**src/rtl/conv_window_ctrl.sv**
```systemverilog
// ============================================================================
// Module  : conv_window_ctrl
// Brief   : Raster sequencer and kernel-select owner for a 3x3 streaming conv.
// Revision: 1.0
// ============================================================================
`default_nettype none

module conv_window_ctrl #(
  parameter int WIDTH  = 320,
  parameter int HEIGHT = 240,
  parameter int KSEL_W = 2
) (
  input  logic                      clk,
  input  logic                      rst_n,
  input  logic                      x_valid,
  input  logic                      y_ready,
  output logic                      x_ready,
  output logic                      shift_en,
  output logic [$clog2(WIDTH)-1:0]  col,
  output logic [$clog2(HEIGHT)-1:0] row,
  output logic                      window_valid,
  output logic                      sof,
  output logic                      eof,
  input  logic                      kernel_req,
  input  logic [KSEL_W-1:0]         kernel_req_sel,
  output logic [KSEL_W-1:0]         kernel_sel,
  output logic                      kernel_ack,
  output logic [1:0]                state
);

  localparam int COL_W = $clog2(WIDTH);
  localparam int ROW_W = $clog2(HEIGHT);

  localparam logic [COL_W-1:0] c_col_last = COL_W'(WIDTH - 1);
  localparam logic [ROW_W-1:0] c_row_last = ROW_W'(HEIGHT - 1);
  localparam logic [COL_W-1:0] c_col_two  = COL_W'(2);
  localparam logic [ROW_W-1:0] c_row_two  = ROW_W'(2);

  typedef enum logic [1:0] {
    ST_IDLE = 2'd0,
    ST_FILL = 2'd1,
    ST_RUN  = 2'd2,
    ST_SWAP = 2'd3
  } state_t;

  state_t              r_state;
  state_t              w_state_nxt;
  logic [COL_W-1:0]    r_col;
  logic [ROW_W-1:0]    r_row;
  logic                r_window_valid;
  logic                r_sof;
  logic                r_eof;
  logic [KSEL_W-1:0]   r_kernel_sel;
  logic                r_kernel_ack;
  logic [KSEL_W-1:0]   r_pending_sel;
  logic                r_pending;

  logic                w_last_col;
  logic                w_last_pix;
  logic                w_first_pix;
  logic                w_win_in;
  logic                w_swap_due;

  assign x_ready     = y_ready && (r_state != ST_SWAP);
  assign shift_en    = x_valid && x_ready;

  assign w_last_col  = (r_col == c_col_last);
  assign w_last_pix  = w_last_col && (r_row == c_row_last);
  assign w_first_pix = (r_col == '0) && (r_row == '0);
  assign w_win_in    = (r_row >= c_row_two) && (r_col >= c_col_two);
  // A request arriving with the last pixel still earns the swap.
  assign w_swap_due  = r_pending || kernel_req;

  always_comb begin
    w_state_nxt = r_state;
    case (r_state)
      ST_IDLE: begin
        if (shift_en) w_state_nxt = ST_FILL;
      end
      ST_FILL: begin
        if (shift_en) begin
          if (w_last_pix)
            w_state_nxt = w_swap_due ? ST_SWAP : ST_FILL;
          else if ((r_row == c_row_two) && (r_col == c_col_two))
            w_state_nxt = ST_RUN;
        end
      end
      ST_RUN: begin
        if (shift_en && w_last_pix)
          w_state_nxt = w_swap_due ? ST_SWAP : ST_FILL;
      end
      ST_SWAP: begin
        w_state_nxt = ST_FILL;
      end
      default: w_state_nxt = ST_IDLE;
    endcase
  end

  always_ff @(posedge clk or negedge rst_n) begin
    if (!rst_n) begin
      r_state        <= ST_IDLE;
      r_col          <= '0;
      r_row          <= '0;
      r_window_valid <= 1'b0;
      r_sof          <= 1'b0;
      r_eof          <= 1'b0;
    end else begin
      r_state <= w_state_nxt;
      r_sof   <= shift_en && w_first_pix;
      r_eof   <= shift_en && w_last_pix;
      if (shift_en) begin
        r_window_valid <= w_win_in;
        if (w_last_col) begin
          r_col <= '0;
          r_row <= (r_row == c_row_last) ? '0 : r_row + 1'b1;
        end else begin
          r_col <= r_col + 1'b1;
        end
      end
    end
  end

  // In IDLE a request takes effect at once; otherwise it waits for SWAP.
  always_ff @(posedge clk or negedge rst_n) begin
    if (!rst_n) begin
      r_kernel_sel  <= '0;
      r_kernel_ack  <= 1'b0;
      r_pending_sel <= '0;
      r_pending     <= 1'b0;
    end else begin
      r_kernel_ack <= 1'b0;
      if (r_state == ST_IDLE && kernel_req) begin
        r_kernel_sel <= kernel_req_sel;
        r_kernel_ack <= 1'b1;
      end else if (r_state == ST_SWAP) begin
        r_kernel_sel <= r_pending_sel;
        r_kernel_ack <= 1'b1;
      end

      if (kernel_req && r_state != ST_IDLE) begin
        r_pending_sel <= kernel_req_sel;
        r_pending     <= 1'b1;
      end else if (r_state == ST_SWAP) begin
        r_pending     <= 1'b0;
      end
    end
  end

  assign col          = r_col;
  assign row          = r_row;
  assign window_valid = r_window_valid;
  assign sof          = r_sof;
  assign eof          = r_eof;
  assign kernel_sel   = r_kernel_sel;
  assign kernel_ack   = r_kernel_ack;
  assign state        = r_state;

endmodule

`default_nettype wire

```
**config.mk**
```make
export PLATFORM = sky130hd
export DESIGN_NAME = conv_window_ctrl
export DESIGN_NICKNAME = d
export VERILOG_FILES = /design/src/rtl/conv_window_ctrl.sv
export SDC_FILE = /design/constraint.sdc
export NUM_CORES = 1
export LEC_CHECK = 0
export ABC_AREA = 1
export CORE_ASPECT_RATIO = 0.8
export CORE_MARGIN = 2
export CORE_UTILIZATION = 30
export DETAILED_ROUTE_END_ITERATION = 10
export GPL_ROUTABILITY_DRIVEN = 0
export GPL_TIMING_DRIVEN = 0
export PLACE_DENSITY = 0.49
export SYNTH_ARGS = -nofsm -noshare
export SYNTH_HDL_FRONTEND = slang
export SYNTH_SLANG_ARGS = --single-unit
```
**constraint.sdc**
```tcl
create_clock -name clk -period 1.85 [get_ports clk]
set_input_delay 0.37 -clock clk [delete_from_list [all_inputs] [get_ports clk]]
set_output_delay 0.37 -clock clk [all_outputs]
set_load 0.02 [all_outputs]
```
==> results of run 1 <==
## repair_timing
action                                  CTS  global route
endpoints found under the setup margin    2             8
pin swaps                                 1             1
buffers inserted                          3             2
resized for setup                         6             4
## cell type report
cell class,count,area (sq um),area share
tap,78,97.6,0.0436
inverter,35,131,0.0588
clock buffer,4,55.1,0.0246
multi-input combinational,156,882,0.395
timing repair buffer,38,369,0.165
sequential,28,701,0.313
## registers in the layout, indices dropped and copies added, names as in the netlist
signal and flops:
r_pending 1, r_pending_sel 2, kernel_sel 2, eof 1
col 9, kernel_ack 1, state 2, window_valid 1
sof 1, row 8
## per-stage QoR
| stage | instances | hold slack, ns | worst slack (ns) | setup TNS, ns | power, mW |
|---|---|---|---|---|---|
| after detailed placement | 330 | 0.474 | -0.405 | -4.80 | 2.24 |
| final | 339 | 0.0997 | 0.0738 | 0 | 2.64 |
| after CTS | 337 | 0.502 | 0.00422 | 0 | 2.67 |
| after global placement | 330 | 0.470 | -0.410 | -4.18 | 2.24 |
| after global routing | 339 | 0.160 | 0.00286 | 0 | 2.86 |
| after floorplan | 219 | 0.0744 | 0.134 | 0 | 1.74 |
## logic make-up (layout without fill, tap and decap cells)
group / Yosys count / in the layout
DFF: 28 / 28
adders and majority gates: 10 / 10
buffers and inverters: 35 / 77
and+or+nand+nor: 117 / 117
xor gates and xnor gates: 3 / 3
AOI/OAI and AO/OA: 26 / 26
## report_power, final
part,switching [mW],internal [mW],total [mW]
combinational,0.721,0.544,1.26
sequential,0.193,0.798,0.991
clock,0.197,0.191,0.388
total,1.11,1.53,2.64
## cell usage after synthesis (all sizes together)
master	n	area share
ha	10	0.074
o21ai	18	0.053
o211ai	2	0.0088
nand4	5	0.018
o22ai	1	0.0037
a21oi	4	0.012
o31ai	1	0.0044
nor3b	1	0.0074
nor3	7	0.030
nor2	30	0.087
nand2	52	0.13
xor2	3	0.015
dfrtp	28	0.41
nand3	22	0.071
inv	35	0.077
## worst reg2reg max path, stage by stage, from the launching register on
cell     delay [ns]
dfrtp_1        0.39
ha_2           0.22
nor2_4         0.14
nand2_4        0.08
buf_4          0.20
nor2_4         0.16
nand2_1        0.10
inv_1          0.09
nand2_1        0.07
o21ai_0        0.08
nor2_1         0.06
## worst max-delay path by stage
stage / from / endpoint / slack [ns] / depth (start not counted)
after floorplan: state[0] / row[3] / 0.13 / 7
after global placement: y_ready / shift_en / -0.41 / 6
after detailed placement: y_ready / shift_en / -0.40 / 6
after CTS: state[0] / shift_en / 0.004 / 5
after global routing: row[3] / row[3] / 0.003 / 1
final: row[2] / row[2] / 0.07 / 1
## layer usage
layer / global-route usage / vias up / wire (microns)
li1: - / 793 / -
met1: 0.205 / 690 / 2120
met2: 0.184 / 33 / 1570
met3: 0.0253 / 5 / 175
met4: 0.0455 / 0 / 59
met5: 0 / - / 0
==> metrics.txt, run 1 <==
status=complete, no violations; fin util=0.409; most frequent cells in the layout=nand2_1 (46), inv_1 (33), clkdlybuf4s50_1 (30); largest family of logic cells by synthesized area=simple AND/OR/NAND/NOR gates; slowest stage cell, crit path=clkdlybuf4s50_1; CP Class=flip-flop to primary output; Netlist cell types=24; H-tree levels=1; Syn Area/Cell=7.76 sq um; first-pass GRT wire length=6490 microns; Port Buffer Count=33; drt first-iter violations=73; r2r worst-path depth=10; Buf+Inv Stages, Crit Path=1; Clock Skew=0.00336 ns; initial antenna violation count=0; CTS tree=built; CTS max path bufs=2; worst hold path class=input port to async pin; Synth Area in XOR/XNOR=0.0155; largest net degree at the start of global routing=29; Rows=24; CP Cell Sequence=clkdlybuf4s50_1; I/O pin total=34; MaxCap Viol Count=0; clock-pin slew on the worst setup and hold paths=0.10 ns; Clk Latency, worst-skew pair=0.28 ns; via count=1,521; Final min period=1.78 ns; Die Width=88.2 microns; routed length per placed instance=11.6 microns; Worst path max stage delay=0.65 ns; final net count=279; Cell Area, Synth=0.00170 sq mm; Post-DP HPWL=2890 microns; multiplexer share of the synthesized area=0; Critical Path AT=1.41 ns; cell area after layout=0.00224 sq mm; startpoint types=flip-flop; Setup violations, final=0; # fillers=595; Synth Net Count=236; clock root cell=clkbuf_8; Slew headroom=0.576; Fmax=563 MHz; compound-cell area share of the yosys netlist=0.0817; post-synthesis adder-cell area fraction=0.0736; Core Area=0.00547 sq mm; CTS Buf Count=3; CP delay by family, top=buffers and inverters; die area=0.00629 sq mm; Syn Inst Count=219; Leak Pwr=1.06 nW; layout cells sized above 1=0.130; CP max FO=6; crit end category=primary output; grt total ovfl=0; register bit total from synthesis=28; Crit path required time=1.48 ns; vias in the first global route=1,362; R2R setup slack=0.15 ns; commonest non-fill, non-tap cell in the layout=nand2_1; Slew @ Worst Pin=0.636 ns; height of the die=71.3 microns; Post-DP Area=0.00213 sq mm; Post-Route WL=3930 microns; sequential fraction of the synthesis area=0.412; post-route antenna net violation count=0; Yosys warning total=0; PwrDens=1180 mW/mm^2; Global Route Usage Sum=0.133; FF-to-FF Start=state[0]; RSZ-0062 raised after global routing=false; Synth Area in Simple Gates=0.340; initial cell density of the core=0.311; Max VDD drop=526 uV; # DRC=0; Final Cycle Share=0.960; final hold violation count=0; Area Growth Syn to Fin=31.5%; drt first pass iters=4; vias per inst=4.49; worst r2r dst=col[3]; hold_buf cts=0; Clock Sinks=28; Pins Over Slew Limit=0; # diodes=0
No activity file was read; power rests on OpenSTA's default activity.
==> run 2: changes to the inputs <==
--- a/config.mk
+++ b/config.mk
@@ -6,12 +6,12 @@
 export NUM_CORES = 1
 export LEC_CHECK = 0
 export ABC_AREA = 1
-export CORE_ASPECT_RATIO = 0.8
+export CORE_ASPECT_RATIO = 2
 export CORE_MARGIN = 2
 export CORE_UTILIZATION = 30
 export DETAILED_ROUTE_END_ITERATION = 10
 export GPL_ROUTABILITY_DRIVEN = 0
-export GPL_TIMING_DRIVEN = 0
+export MAX_ROUTING_LAYER = met4
 export PLACE_DENSITY = 0.49
 export SYNTH_ARGS = -nofsm -noshare
 export SYNTH_HDL_FRONTEND = slang
==> metrics.txt, run 2 (synthesis results as in run 1) <==
drt first pass iters=4 (unchanged); initial cell density of the core=0.311 (about the same); Top Layer Used=met4; Slew @ Worst Pin=0.376 ns (-0.260 ns); die area=0.00632 sq mm (+0.53%); Clk pwr share=0.148 (about the same); Final Cycle Share=0.973 (+0.0125); Crit path required time=1.48 ns (about the same); Final min period=1.80 ns (+0.0232 ns); crit end category=primary output; Critical Path AT=1.43 ns (+0.02 ns); clock root cell=clkbuf_8; CP delay by family, top=buffers and inverters; Global Route Usage Sum=0.147 (+0.0142); Post-DP HPWL=3320 microns (+15%); Leak Pwr=1.09 nW (+2.8%); Setup WS pre-CTS=-0.227 ns (+0.178 ns); layout cells sized above 1=0.138 (+0.00779); Setup violations, final=0 (unchanged); Fmax=556 MHz (-1.3%); Port Buffer Count=33 (unchanged); met2 wire length=2480 microns (+57%); Post-Route WL=4200 microns (+6.7%); CTS tree=built; PwrDens=1180 mW/mm^2 (about the same); clock-pin slew on the worst setup and hold paths=0.10 ns (about the same); grt total ovfl=0 (unchanged); startpoint types=flip-flop; final hold violation count=0 (unchanged); MaxCap Viol Count=0 (unchanged); setup ws final=0.0506 ns (-0.0232 ns); RSZ-0062 raised after global routing=false; Post-CTS Setup Repair Bufs=0 (-3); fin util=0.413 (+0.00393); Buf+Inv Stages, Crit Path=1 (unchanged); initial antenna violation count=0 (unchanged); largest net degree at the start of global routing=29 (unchanged); Worst path max stage delay=0.65 ns (about the same); switching part of the total=0.421 (+0.000868); CTS max path bufs=2 (unchanged); Slew headroom=0.750 (+0.174); Clk Latency, worst-skew pair=0.28 ns (about the same); Max VDD drop=979 uV (+86%); CP max FO=6 (unchanged); I/O pin total=34 (unchanged); Pins Over Slew Limit=0 (unchanged); post-route antenna net violation count=0 (unchanged); CP Cell Sequence=clkdlybuf4s50_1; internal power=1.55 mW (+0.85%); status=complete, no violations; Clock Sinks=28 (unchanged); H-tree levels=1 (unchanged); Hold Worst Slack=0.461 ns (+0.361 ns); drt first-iter violations=45 (-38%); # diodes=0 (unchanged); Post-Layout Cell Count=328 (-3.2%); routed length per placed instance=12.8 microns (+10%); first-pass GRT wire length=7220 microns (+11%); Core Area=0.00547 sq mm (about the same); Comb power frac=0.482 (+0.004); worst hold path class=input port to async pin; via count=1,554 (+2.2%); Clock Skew=0.00248 ns (-0.000887 ns); met1 WL=1530 microns (-28%); CP Class=flip-flop to primary output; Die Width=57.2 microns (-35%); vias in the first global route=1,579 (+16%); dpl cells=324 (-1.8%); final net count=286 (+2.5%); height of the die=110 microns (+55%); Largest register FFs=9 (unchanged); vias per inst=4.74 (+5.6%); # DRC=0 (unchanged); most frequent cells in the layout=nand2_1 (46), inv_1 (34), clkdlybuf4s50_1 (31); slowest stage cell, crit path=clkdlybuf4s50_1; Rows=38 (+58%); commonest non-fill, non-tap cell in the layout=nand2_1; P_sw=1.12 mW (+1.2%); CTS Buf Count=3 (unchanged); Area Growth Syn to Fin=32.8%; DR WL met3=112 microns (-36%); Flop pwr share=0.370 (-0.005)
-- run 2: stage by stage --
step           TNS [ns]  total power, mW  area [sq um]
2_1_floorplan         0             1.74          1700
3_3_place_gp     -0.632             2.30          2210
3_5_place_dp     -0.936             2.31          2210
4_1_cts               0             2.72          2260
5_1_grt               0             2.88          2260
6_report              0             2.67          2260
-- run 2: worst paths after layout --
path                                        from               end  slack (ns)  cells after the start
worst max-delay path                      row[3]            row[3]        0.05                      1
max in group asynchronous                  rst_n            col[8]        1.11                      2
worst min register to register  r_pending_sel[1]  r_pending_sel[1]        0.50                      2
worst max register to register          state[0]            row[3]        0.15                      8
min in group clk                r_pending_sel[1]  r_pending_sel[1]        0.50                      2
worst min-delay path                       rst_n            row[7]        0.46                      2
-- run 2: layer usage --
metal | track usage | vias up
met5 | - | -
met4 | 0.0496 | 0
met3 | 0.0141 | 7
met2 | 0.277 | 31
met1 | 0.152 | 719
li1 | - | 797
-- run 2: repair_timing --
item	in CTS	in global routing
cloned	0	0
resized for setup	4	2
endpoints found under the setup margin	2	2
hold buffers	0	0
-- run 2: cell type report --
cell class	count	area [sq um]
Fill cell	580	3210
Inverter	35	131
Sequential cell	28	701
Timing Repair Buffer	45	428
Tap cell	60	75.1
Clock buffer	4	55.1
Multi-Input combinational cell	156	868
-- run 2: power groups by stage --
| stage | registers, mW | clock network [mW] | logic, mW |
|---|---|---|---|
| final | 0.989 | 0.394 | 1.29 |
| after detailed placement | 1.01 | 0 | 1.31 |
| after global placement | 1.00 | 0 | 1.30 |
| after floorplan | 1.18 | 0 | 0.565 |
| after CTS | 0.994 | 0.416 | 1.31 |
| after global routing | 1.03 | 0.434 | 1.42 |
==> run 3: changes to the inputs <==
--- a/config.mk
+++ b/config.mk
@@ -5,14 +5,14 @@
 export SDC_FILE = /design/constraint.sdc
 export NUM_CORES = 1
 export LEC_CHECK = 0
-export ABC_AREA = 1
 export CORE_ASPECT_RATIO = 2
 export CORE_MARGIN = 2
 export CORE_UTILIZATION = 30
 export DETAILED_ROUTE_END_ITERATION = 10
 export GPL_ROUTABILITY_DRIVEN = 0
 export MAX_ROUTING_LAYER = met4
-export PLACE_DENSITY = 0.49
+export PLACE_DENSITY = 0.5
+export REMOVE_ABC_BUFFERS = 1
 export SYNTH_ARGS = -nofsm -noshare
 export SYNTH_HDL_FRONTEND = slang
 export SYNTH_SLANG_ARGS = --single-unit
==> metrics.txt, run 3 <==
status=finished with violations; violated checks=setup timing; initial antenna violation count=0 (unchanged); crit end category=flip-flop; Buf+Inv Stages, Crit Path=0 (-1); Leak Pwr=1.01 nW (-6.9%); Yosys warning total=0 (unchanged); Netlist cell types=38 (+58%); Slew @ Worst Pin=0.379 ns (+0.00369 ns); worst hold path class=input port to async pin; CP Cell Sequence=ha_2 > nand3b_4 > or4_4 > or3_1 > a21oi_2 > a21o_1; Worst path max stage delay=0.54 ns (-0.11 ns); Cell Area, Synth=0.00152 sq mm (-10%); Max VDD drop=407 uV (-58%); MaxCap Viol Count=0 (unchanged); CP delay by family, top=simple AND/OR/NAND/NOR gates; FF-to-FF Start=state[0]; layout cells sized above 1=0.249 (+0.111); Post-Route WL=4060 microns (-3.3%); setup ws final=-0.115 ns (-0.166 ns); Hold Worst Slack=0.470 ns (+0.00874 ns); dpl cells=278 (-14%); clock root cell=clkbuf_8; height of the die=105 microns (-5.1%); Clock Skew=0.00411 ns (+0.00163 ns); # DRC=0 (unchanged); Largest register FFs=9 (unchanged); Post-DP HPWL=3250 microns (-2.0%); startpoint types=flip-flop; Final Cycle Share=1.06 (+0.0898); clock-pin slew on the worst setup and hold paths=0.10 ns (about the same); routed length per placed instance=14.4 microns (+12%); # fillers=486 (-16%); top cells by area, synth=dfrtp_1 (46%), ha_1 (8.2%), nand2_1 (5.4%), o21ai_0 (3.6%), a21oi_1 (2.6%); final net count=244 (-15%); final hold violation count=0 (unchanged); RSZ-0062 raised after global routing=true; CP Class=flip-flop to flip-flop; leading area contributor after synthesis=dfrtp_1; Clk Latency, worst-skew pair=0.27 ns (about the same); ys async rst share=1.00 (unchanged); H-tree levels=1 (unchanged); Final min period=1.97 ns (+0.166 ns); Rows=36 (-5.3%); Pins Over Slew Limit=0 (unchanged); Flop pwr share=0.451 (+0.081); register bit total from synthesis=28 (unchanged); top_reg_cell synth=dfrtp_1; via count=1,397 (-10%); Setup WS pre-CTS=-0.409 ns (-0.181 ns); P_sw=0.522 mW (-54%); most frequent cells in the layout=buf_4 (34), clkdlybuf4s50_1 (31), dfrtp_1 (28); CTS Buf Count=3 (unchanged); Power Total=1.60 mW (-40%); Critical Path AT=2.19 ns (+0.76 ns); I/O pin total=34 (unchanged); post-route antenna net violation count=0 (unchanged); Area Growth Syn to Fin=47.4%; switching part of the total=0.326 (-0.0953); drt first-iter violations=12 (-73%); PwrDens=714 mW/mm^2 (-40%); Slew headroom=0.747 (-0.00246); Clk pwr share=0.212 (+0.064); Setup violations, final=5 (+5); area share of the largest cell type after synthesis=0.460 (+0.0477); fin util=0.462 (+0.0486); first-pass GRT wire length=6840 microns (-5.3%); Core Area=0.00486 sq mm (-11%); Port Buffer Count=33 (unchanged); Global Route Usage Sum=0.165 (+0.0183); CTS max path bufs=2 (unchanged); vias in the first global route=1,533 (-2.9%); worst r2r dst=row[3]; most numerous cell in the Yosys netlist=dfrtp_1; drt first pass iters=4 (unchanged); Comb power frac=0.337 (-0.145); grt total ovfl=0 (unchanged); vias per inst=4.95 (+4.6%); Die Width=54.4 microns (-5.0%); CP max FO=5 (-1); Post-Layout Cell Count=282 (-14%); R2R setup slack=-0.12 ns (-0.27 ns); initial cell density of the core=0.313 (+0.00229); sequential fraction of the synthesis area=0.460 (+0.0477); largest net degree at the start of global routing=29 (unchanged); slowest stage cell, crit path=or4_4; Clock Sinks=28 (unchanged); Synth top cells by count=dfrtp_1 (28), nand2_1 (22), o21ai_0 (11); commonest non-fill, non-tap cell in the layout=buf_4; Fmax=509 MHz (-8.4%); Syn Area/Cell=9.58 sq um (+23%); EDFF count, synth=0 (unchanged); CTS tree=built; r2r worst-path depth=6 (-2); internal power=1.08 mW (-30%); Syn Inst Count=159 (-27%); die area=0.00570 sq mm (-9.8%); Crit path required time=2.07 ns (+0.59 ns); # diodes=0 (unchanged)
## run 3: cell count changes after synthesis, moves of 5 or more
cell and delta:
nor2_1 -13, inv_1 -26, nor2_2 -5, nand2_2 -5
nor2b_1 +5, nand3_1 -16, nand2_1 -24, o21ai_1 -6
## run 3: layer usage
metal | vias to the layer above | track usage | wire length, microns
met3 | 6 | 0.0157 | 121
met5 | - | - | 0
met2 | 30 | 0.315 | 2430
li1 | 685 | - | -
met4 | 0 | 0.0554 | 78
met1 | 676 | 0.158 | 1430
## run 3: cell type report
cell class                      count  area, sq um  area share
Multi-Input combinational cell    119          821       0.365
Sequential cell                    28          701       0.312
Timing Repair Buffer               67          582       0.259
Tap cell                           57         71.3      0.0318
Clock buffer                        3         41.3      0.0184
Inverter                            8         30.0      0.0134
## run 3: how the worst max path moves through the flow
stage / from / cells after the start / endpoint
floorplan: state[0] / 6 / state[1]
global placement: y_ready / 6 / row[3]
detailed placement: y_ready / 6 / row[3]
CTS: state[0] / 6 / row[3]
global route: state[1] / 6 / row[3]
finish: state[0] / 6 / row[3]
## run 3: stage by stage
stage | area [sq um] | TNS, ns
CTS | 2230 | -0.326
global placement | 2150 | -3.41
finish | 2250 | -0.181
global route | 2250 | -0.677
detailed placement | 2150 | -3.99
floorplan | 1500 | -5.70
## run 3: cell families after synthesis
group,Yosys count,synth area share
simple gates,67,0.237
compound gates,31,0.119
flops,28,0.460
buf+inv,12,0.0328
fa+ha+maj,10,0.0821
xor+xnor,6,0.0345
mux,5,0.0345
## run 3: what timing repair did
item | in CTS | in global routing
setup buffers | 0 | 1
pin swaps | 1 | 1
resized for setup | 12 | 8
endpoints found under the setup margin | 12 | 12
hold buffers | 0 | 0
## run 3: power by group through the flow
stage,Combinational (mW),Sequential (mW),Clock (mW)
after floorplan,0.133,0.839,0
after global placement,0.533,0.731,0
after detailed placement,0.543,0.735,0
after CTS,0.545,0.723,0.352
after global routing,0.595,0.731,0.378
final,0.539,0.723,0.341
## run 3: worst reg2reg max path: stages (launching register included)
cell	delay (ns)
dfrtp_1	0.39
ha_2	0.20
nand3b_4	0.18
or4_4	0.54
or3_1	0.38
a21oi_2	0.13
a21o_1	0.09
